### src/rtl/booth_divider.sv
// Sequential signed divider: 2W-bit dividend / W-bit divisor, one restoring step
// per clock, truncating quotient and dividend-signed remainder, start/done handshake.
module booth_divider #(
  parameter int DATAWIDTH = 8
) (
  input  logic                     clk,
  input  logic                     rst_n,
  input  logic                     start,
  input  logic [2*DATAWIDTH-1:0]   dividend,
  input  logic [DATAWIDTH-1:0]     divisor,
  output logic [DATAWIDTH-1:0]     quotient,
  output logic [DATAWIDTH-1:0]     remainder,
  output logic                     div_by_zero,
  output logic                     overflow,
  output logic                     done,
  output logic [1:0]               state_dbg
);

  // Handshake: start is sampled only in IDLE; done is high for the whole FINISH
  // state and the result is held until start is seen low, then the FSM idles.
  localparam int W  = DATAWIDTH;
  localparam int DW = 2 * DATAWIDTH;
  localparam int CW = $clog2(DW + 1);

  typedef enum logic [1:0] {
    IDLE   = 2'd0,
    RUN    = 2'd1,
    FINISH = 2'd2
  } state_t;

  state_t         state, state_nxt;
  logic           sign_q, sign_r;
  logic [DW-1:0]  dvd_sr;
  logic [W:0]     prem;
  logic [W-1:0]   dvs;
  logic [CW-1:0]  count;

  logic [W+1:0]   shifted;
  logic           fits;
  logic [W:0]     prem_nxt;
  logic [DW-1:0]  q_nxt;
  logic [DW-1:0]  dvd_abs;
  logic [W-1:0]   dvs_abs;
  logic           q_ovf;
  logic [W-1:0]   q_fin, r_fin;
  logic           last_iter;

  always_comb begin
    shifted  = {prem, dvd_sr[DW-1]};
    fits     = (shifted >= {2'b00, dvs});
    prem_nxt = fits ? (W+1)'(shifted - {2'b00, dvs}) : shifted[W:0];
    q_nxt    = {dvd_sr[DW-2:0], fits};
    dvd_abs  = dividend[DW-1] ? (~dividend + DW'(1)) : dividend;
    dvs_abs  = divisor[W-1] ? (~divisor + W'(1)) : divisor;
    // A negative quotient may reach one further in magnitude than a positive one.
    q_ovf    = sign_q ? (q_nxt > DW'(2 ** (W - 1))) : (q_nxt > DW'(2 ** (W - 1) - 1));
    q_fin    = sign_q ? (~q_nxt[W-1:0] + W'(1)) : q_nxt[W-1:0];
    r_fin    = sign_r ? (~prem_nxt[W-1:0] + W'(1)) : prem_nxt[W-1:0];
    last_iter = (count == CW'(1));
  end

  always_comb begin
    state_nxt = state;
    case (state)
      IDLE:    if (start) state_nxt = (divisor == '0) ? FINISH : RUN;
      RUN:     if (last_iter) state_nxt = FINISH;
      FINISH:  if (!start) state_nxt = IDLE;
      default: state_nxt = IDLE;
    endcase
  end

  always_ff @(posedge clk or negedge rst_n) begin
    if (!rst_n) state <= IDLE;
    else        state <= state_nxt;
  end

  assign done      = (state == FINISH);
  assign state_dbg = state;

  always_ff @(posedge clk or negedge rst_n) begin
    if (!rst_n) begin
      sign_q      <= 1'b0;
      sign_r      <= 1'b0;
      dvd_sr      <= '0;
      prem        <= '0;
      dvs         <= '0;
      count       <= '0;
      quotient    <= '0;
      remainder   <= '0;
      div_by_zero <= 1'b0;
      overflow    <= 1'b0;
    end else begin
      case (state)
        IDLE: begin
          if (start) begin
            sign_q      <= dividend[DW-1] ^ divisor[W-1];
            sign_r      <= dividend[DW-1];
            dvd_sr      <= dvd_abs;
            dvs         <= dvs_abs;
            prem        <= '0;
            count       <= CW'(DW);
            quotient    <= '0;
            remainder   <= '0;
            overflow    <= 1'b0;
            div_by_zero <= (divisor == '0);
          end
        end
        RUN: begin
          prem   <= prem_nxt;
          dvd_sr <= q_nxt;
          count  <= count - CW'(1);
          if (last_iter) begin
            overflow  <= q_ovf;
            quotient  <= q_ovf ? '0 : q_fin;
            remainder <= q_ovf ? '0 : r_fin;
          end
        end
        default: ;
      endcase
    end
  end

endmodule

### config.mk
export PLATFORM = sky130hd
export DESIGN_NAME = booth_divider
export DESIGN_NICKNAME = d
export VERILOG_FILES = /design/src/rtl/booth_divider.sv
export SDC_FILE = /design/constraint.sdc
export NUM_CORES = 1
export LEC_CHECK = 0
export ABC_AREA = 1
export BUFFER_PORTS_ARGS = -buffer_cell sky130_fd_sc_hd__buf_2
export CAP_MARGIN = 10
export CORE_MARGIN = 10
export CORE_UTILIZATION = 63
export DETAILED_ROUTE_END_ITERATION = 8
export GPL_ROUTABILITY_DRIVEN = 0
export PLACE_DENSITY = 0.88
export SLEW_MARGIN = 10
export SYNTH_ARGS = -nofsm -noshare
export SYNTH_HDL_FRONTEND = slang
export SYNTH_SLANG_ARGS = --single-unit
export TNS_END_PERCENT = 100
### constraint.sdc
create_clock -name clk -period 6.7 [get_ports clk]
set_input_delay 0.67 -clock clk [delete_from_list [all_inputs] [get_ports clk]]
set_output_delay 0.67 -clock clk [all_outputs]
set_load 0.02 [all_outputs]
==> reports/summary.md <==
The run gives 0.456 ns as the tightest hold margin. STA puts the critical path data arrival time at 3.66 ns. Sorting the synthesized cells by area gives the leading types as sky130_fd_sc_hd__dfrtp_1 (39%), sky130_fd_sc_hd__nand2_1 (12%), sky130_fd_sc_hd__inv_1 (6.4%). The clock passes through at most 2 buffers. For the finished layout, the period the worst path requires is 3.37 ns. The sequential cells in the finished layout cover a total of 1500 sq um. The tools report the setup slack of the critical path after layout as 3.33 ns.

The proportion of synthesized chip area in sequential cells is 39.0%. The dominant cell type by count on the critical path was sky130_fd_sc_hd__inv_1. Among all flip-flop cells after synthesis, the most frequent one is sky130_fd_sc_hd__dfrtp_1. Row generation in the floorplan step produced 28 rows. For the post-synthesis instance area, the log shows 3850 sq um. Classification of the worst-slack hold path: input port to asynchronous set/reset pin. At the placement stage, the worst setup path has a slack of 3.41 ns.

The count of nets left with antenna violations once routing finished came out at 0. The post-route clock skew is 0.00908 ns. The final cycle utilization of the critical path is 50.3%. Cell at the slowest stage of the critical path: sky130_fd_sc_hd__fa_1.

The clock edge transition at the registers on the reported setup and hold paths came out at 0.07 ns. Area fraction of the dominant cell type after synthesis: 39.0%. The launching element type of the critical path is a flop. By count the netlist is led by sky130_fd_sc_hd__nand2_1 (123), sky130_fd_sc_hd__inv_1 (66), sky130_fd_sc_hd__dfrtp_1 (60).

For the final count of negative-setup-slack endpoints, the log shows 0. The peak clock frequency supported by timing came out at 297 MHz. The vertical extent of the die was 98.1 microns; the total power density per cell area was 537 nW/um^2. The maximum number of pins on one net before global-route repair came out at 61.

Broken down by cell family, the worst path's largest delay share belongs to simple AND/OR/NAND/NOR gates. The final-report max-slew violation count was 0; the number of port buffers was 47. The part of the power in combinational logic came out at 61.6%. Using the TritonRoute via totals, the vias-per-cell ratio works out to 5.81. The actual slew at the worst max-slew pin came out at 0.920 ns.

The total detailed-routing wirelength is 9780 microns, and the number of buffer and inverter instances along the worst setup path is 4. The longest individual stage delay on the worst path came out at 0.42 ns. The number of global-route vias before repair is 3731. Clock latency of the later-clocked register in the worst-skew pair: 0.34 ns. For the placeable core area, the log shows 5920 sq um.

The maximum fanout along the worst path is 15, and the number of enable flip-flop cells after synthesis is 0. The tools report the number of design rule violations left after detail routing as 0. After clock tree synthesis, the flow added hold-fix buffers numbering 0.

The first routing iteration left 270 violations. After technology mapping, the gate count stands at 505. Post-CTS repair changed the size of 0 cells. Walking the worst path, the cells encountered are inv_1 > ha_1 > inv_1 > fa_1 > nand3_1 > nand3_2 > nand2_4 > nand3_4 > inv_1 > ha_1 > nand4_1 > o31ai_1 > nand2_1 > nor2_4 > inv_1 > a21oi_1 > o21ai_0 > nand2_1. The logs give 547 for the net count after synthesis and 2.23 nW for the leakage power of the design. Detailed-routing iteration count for the pre-antenna-repair pass: 6. STA classifies the critical path endpoint as a flop.

The multi-input combinational cells in the finished layout cover a total of 2010 sq um. The detailed placement HPWL came out at 7370 microns. By startpoint and endpoint, the worst setup path is classified as flop to flop. The synthesized design contains 60 register bits. The number of H-tree levels is 3. The antenna diode instance count is 0, and the final-report hold violation count is 0. Number of maximum-capacitance violations: 0.

The run finished with clean final reports. The share of power burned in the clock network is 12.0%. The root buffer cell chosen for the clock tree is sky130_fd_sc_hd__clkbuf_8. 48 I/O pins were placed. TritonCTS built the clock tree. The TritonCTS buffer count is 9, and the global-route wire length before repair is 16700 microns.

The routed length per instance is 15.5 microns, and the initial antenna violation count is 0. The clock drives 60 sinks. In the final layout, the share of cells above drive strength 1 is 16.5%. sky130_fd_sc_hd__dfrtp_1 takes more of the synthesized area than any other cell. Across every metal layer, demand over resource in global routing totals 20.4%.

The count of distinct cell types in the synthesized netlist was 40; the relative slew slack was 38.4%. The logs give 0.000411 V for the maximum resistive drop on vdd and 457 for the filler cell count in the final layout. The share of total power dissipated in sequential elements is 26.4%.

The cell internal power dissipation was 1.09 mW; the number of nets in the layout was 595. In this run the post-CTS setup repair buffer count came out at 0. From synthesis to final layout, the design area changed by 11.5%.

For this block, the via count after detailed routing is 3670. Of all flip-flops after synthesis, the portion carrying an async set or reset was 100%. Of the total power, the share spent switching nets is 52.5%. In this run the mean area of a mapped cell was 7.62 sq um. The tools report the setup TNS as 0 ns. The net switching power figure is 1.21 mW, and the area of the die is 9630 sq um.

The run gives 6.98 ns as the worst path required time. The most repeated cell in the gate-level netlist after synthesis was sky130_fd_sc_hd__nand2_1. For the total grt overflow, the log shows 0.

The run gives 65.0% as the initial standard-cell utilization of the core. Measured along the x axis, the die boundary spans 98.1 microns. Setup repair after global routing left no endpoint under its margin. The yosys synthesis warning count is 0.
-- cell families after synthesis --
group | count (synthesis) | share of synthesized area (%)
flops | 60 | 39.0
simple gates | 229 | 27.7
compound gates | 101 | 15.7
xor+xnor | 17 | 3.87
fa+ha+maj | 15 | 5.07
buf+inv | 83 | 8.59
-- state kept, by name (all words and copies together), names as in the netlist, 2 cells and up --
| register | cells |
|---|---|
| quotient | 8 |
| prem | 9 |
| count | 5 |
| dvs | 8 |
| remainder | 8 |
| state_dbg | 2 |
| dvd_sr | 16 |
-- cell usage in the layout (no fill, tap or decap), types with 3 or more instances in the layout --
master and count:
sky130_fd_sc_hd__nand2_1 123, sky130_fd_sc_hd__inv_1 66, sky130_fd_sc_hd__dfrtp_1 60, sky130_fd_sc_hd__buf_2 47, sky130_fd_sc_hd__o21ai_0 43, sky130_fd_sc_hd__nor2_1 38, sky130_fd_sc_hd__nand3_1 26, sky130_fd_sc_hd__a21oi_1 15
sky130_fd_sc_hd__xor2_1 15, sky130_fd_sc_hd__ha_1 14, sky130_fd_sc_hd__a22oi_1 12, sky130_fd_sc_hd__clkbuf_8 9, sky130_fd_sc_hd__nand2_2 8, sky130_fd_sc_hd__o22ai_1 8, sky130_fd_sc_hd__nand4_1 6, sky130_fd_sc_hd__nor3_1 6
sky130_fd_sc_hd__nand3_2 4, sky130_fd_sc_hd__nand2_4 4, sky130_fd_sc_hd__inv_2 4, sky130_fd_sc_hd__o31ai_1 4, sky130_fd_sc_hd__o21ai_1 4, sky130_fd_sc_hd__o221ai_1 4, sky130_fd_sc_hd__o211ai_1 3, sky130_fd_sc_hd__clkinv_2 3
sky130_fd_sc_hd__buf_4 3
-- power groups by stage --
stage / clock network, mW / registers, mW / logic [mW]
global placement: 0 / 0.604 / 1.32
CTS: 0.275 / 0.604 / 1.39
finish: 0.277 / 0.608 / 1.42
floorplan: 0 / 0.585 / 1.09
global route: 0.292 / 0.622 / 1.60
detailed placement: 0 / 0.609 / 1.38
-- cell type report --
type	count	share of cell area, %
Clock inverter	5	0.700
Inverter	70	6.13
Timing Repair Buffer	50	6.01
Clock buffer	10	2.98
Tap cell	75	2.19
Multi-Input combinational cell	362	47.0
Sequential cell	60	35.0
-- worst reg2reg max path, stage by stage, from the launching register on --
cell                      delay, ns
sky130_fd_sc_hd__dfrtp_1       0.39
sky130_fd_sc_hd__inv_1         0.09
sky130_fd_sc_hd__ha_1          0.19
sky130_fd_sc_hd__inv_1         0.08
sky130_fd_sc_hd__fa_1          0.42
sky130_fd_sc_hd__nand3_1       0.15
sky130_fd_sc_hd__nand3_2       0.12
sky130_fd_sc_hd__nand2_4       0.12
sky130_fd_sc_hd__nand3_4       0.19
sky130_fd_sc_hd__inv_1         0.17
sky130_fd_sc_hd__ha_1          0.20
sky130_fd_sc_hd__nand4_1       0.13
sky130_fd_sc_hd__o31ai_1       0.23
sky130_fd_sc_hd__nand2_1       0.17
sky130_fd_sc_hd__nor2_4        0.19
sky130_fd_sc_hd__inv_1         0.13
sky130_fd_sc_hd__a21oi_1       0.15
sky130_fd_sc_hd__o21ai_0       0.12
sky130_fd_sc_hd__nand2_1       0.07
-- routing by layer --
layer / vias to the layer above / share of wire, % / track usage, %
met5: - / 0 / 0
li1: 1767 / - / -
met1: 1715 / 42 / 24.1
met3: 30 / 6.2 / 4.16
met4: 0 / 2.5 / 10.0
met2: 158 / 49 / 34.4
-- per-stage QoR --
step                      cells  instance area [sq um]  utilization [%]  power (mW)
after floorplan             505                   3850                -        1.67
after global placement      617                   4130             69.8        1.92
after detailed placement    617                   4130             69.8        1.99
after CTS                   632                   4290             72.4        2.27
after global routing        632                   4290             72.4        2.51
final                       632                   4290             72.4        2.30
-- path summary, 6_finish.rpt --
kind / startpoint / end / slack (ns) / cells past startpoint
max in group asynchronous: rst_n / dvs[6] / 5.71 / 2
max reg2reg: dvd_sr[15] / quotient[5] / 3.33 / 18
min: rst_n / prem[8] / 0.46 / 2
min in group clk: div_by_zero / div_by_zero / 0.47 / 2
max: dvd_sr[15] / quotient[5] / 3.33 / 18
min reg2reg: div_by_zero / div_by_zero / 0.47 / 2
No activity file was read; power rests on OpenSTA's default activity.
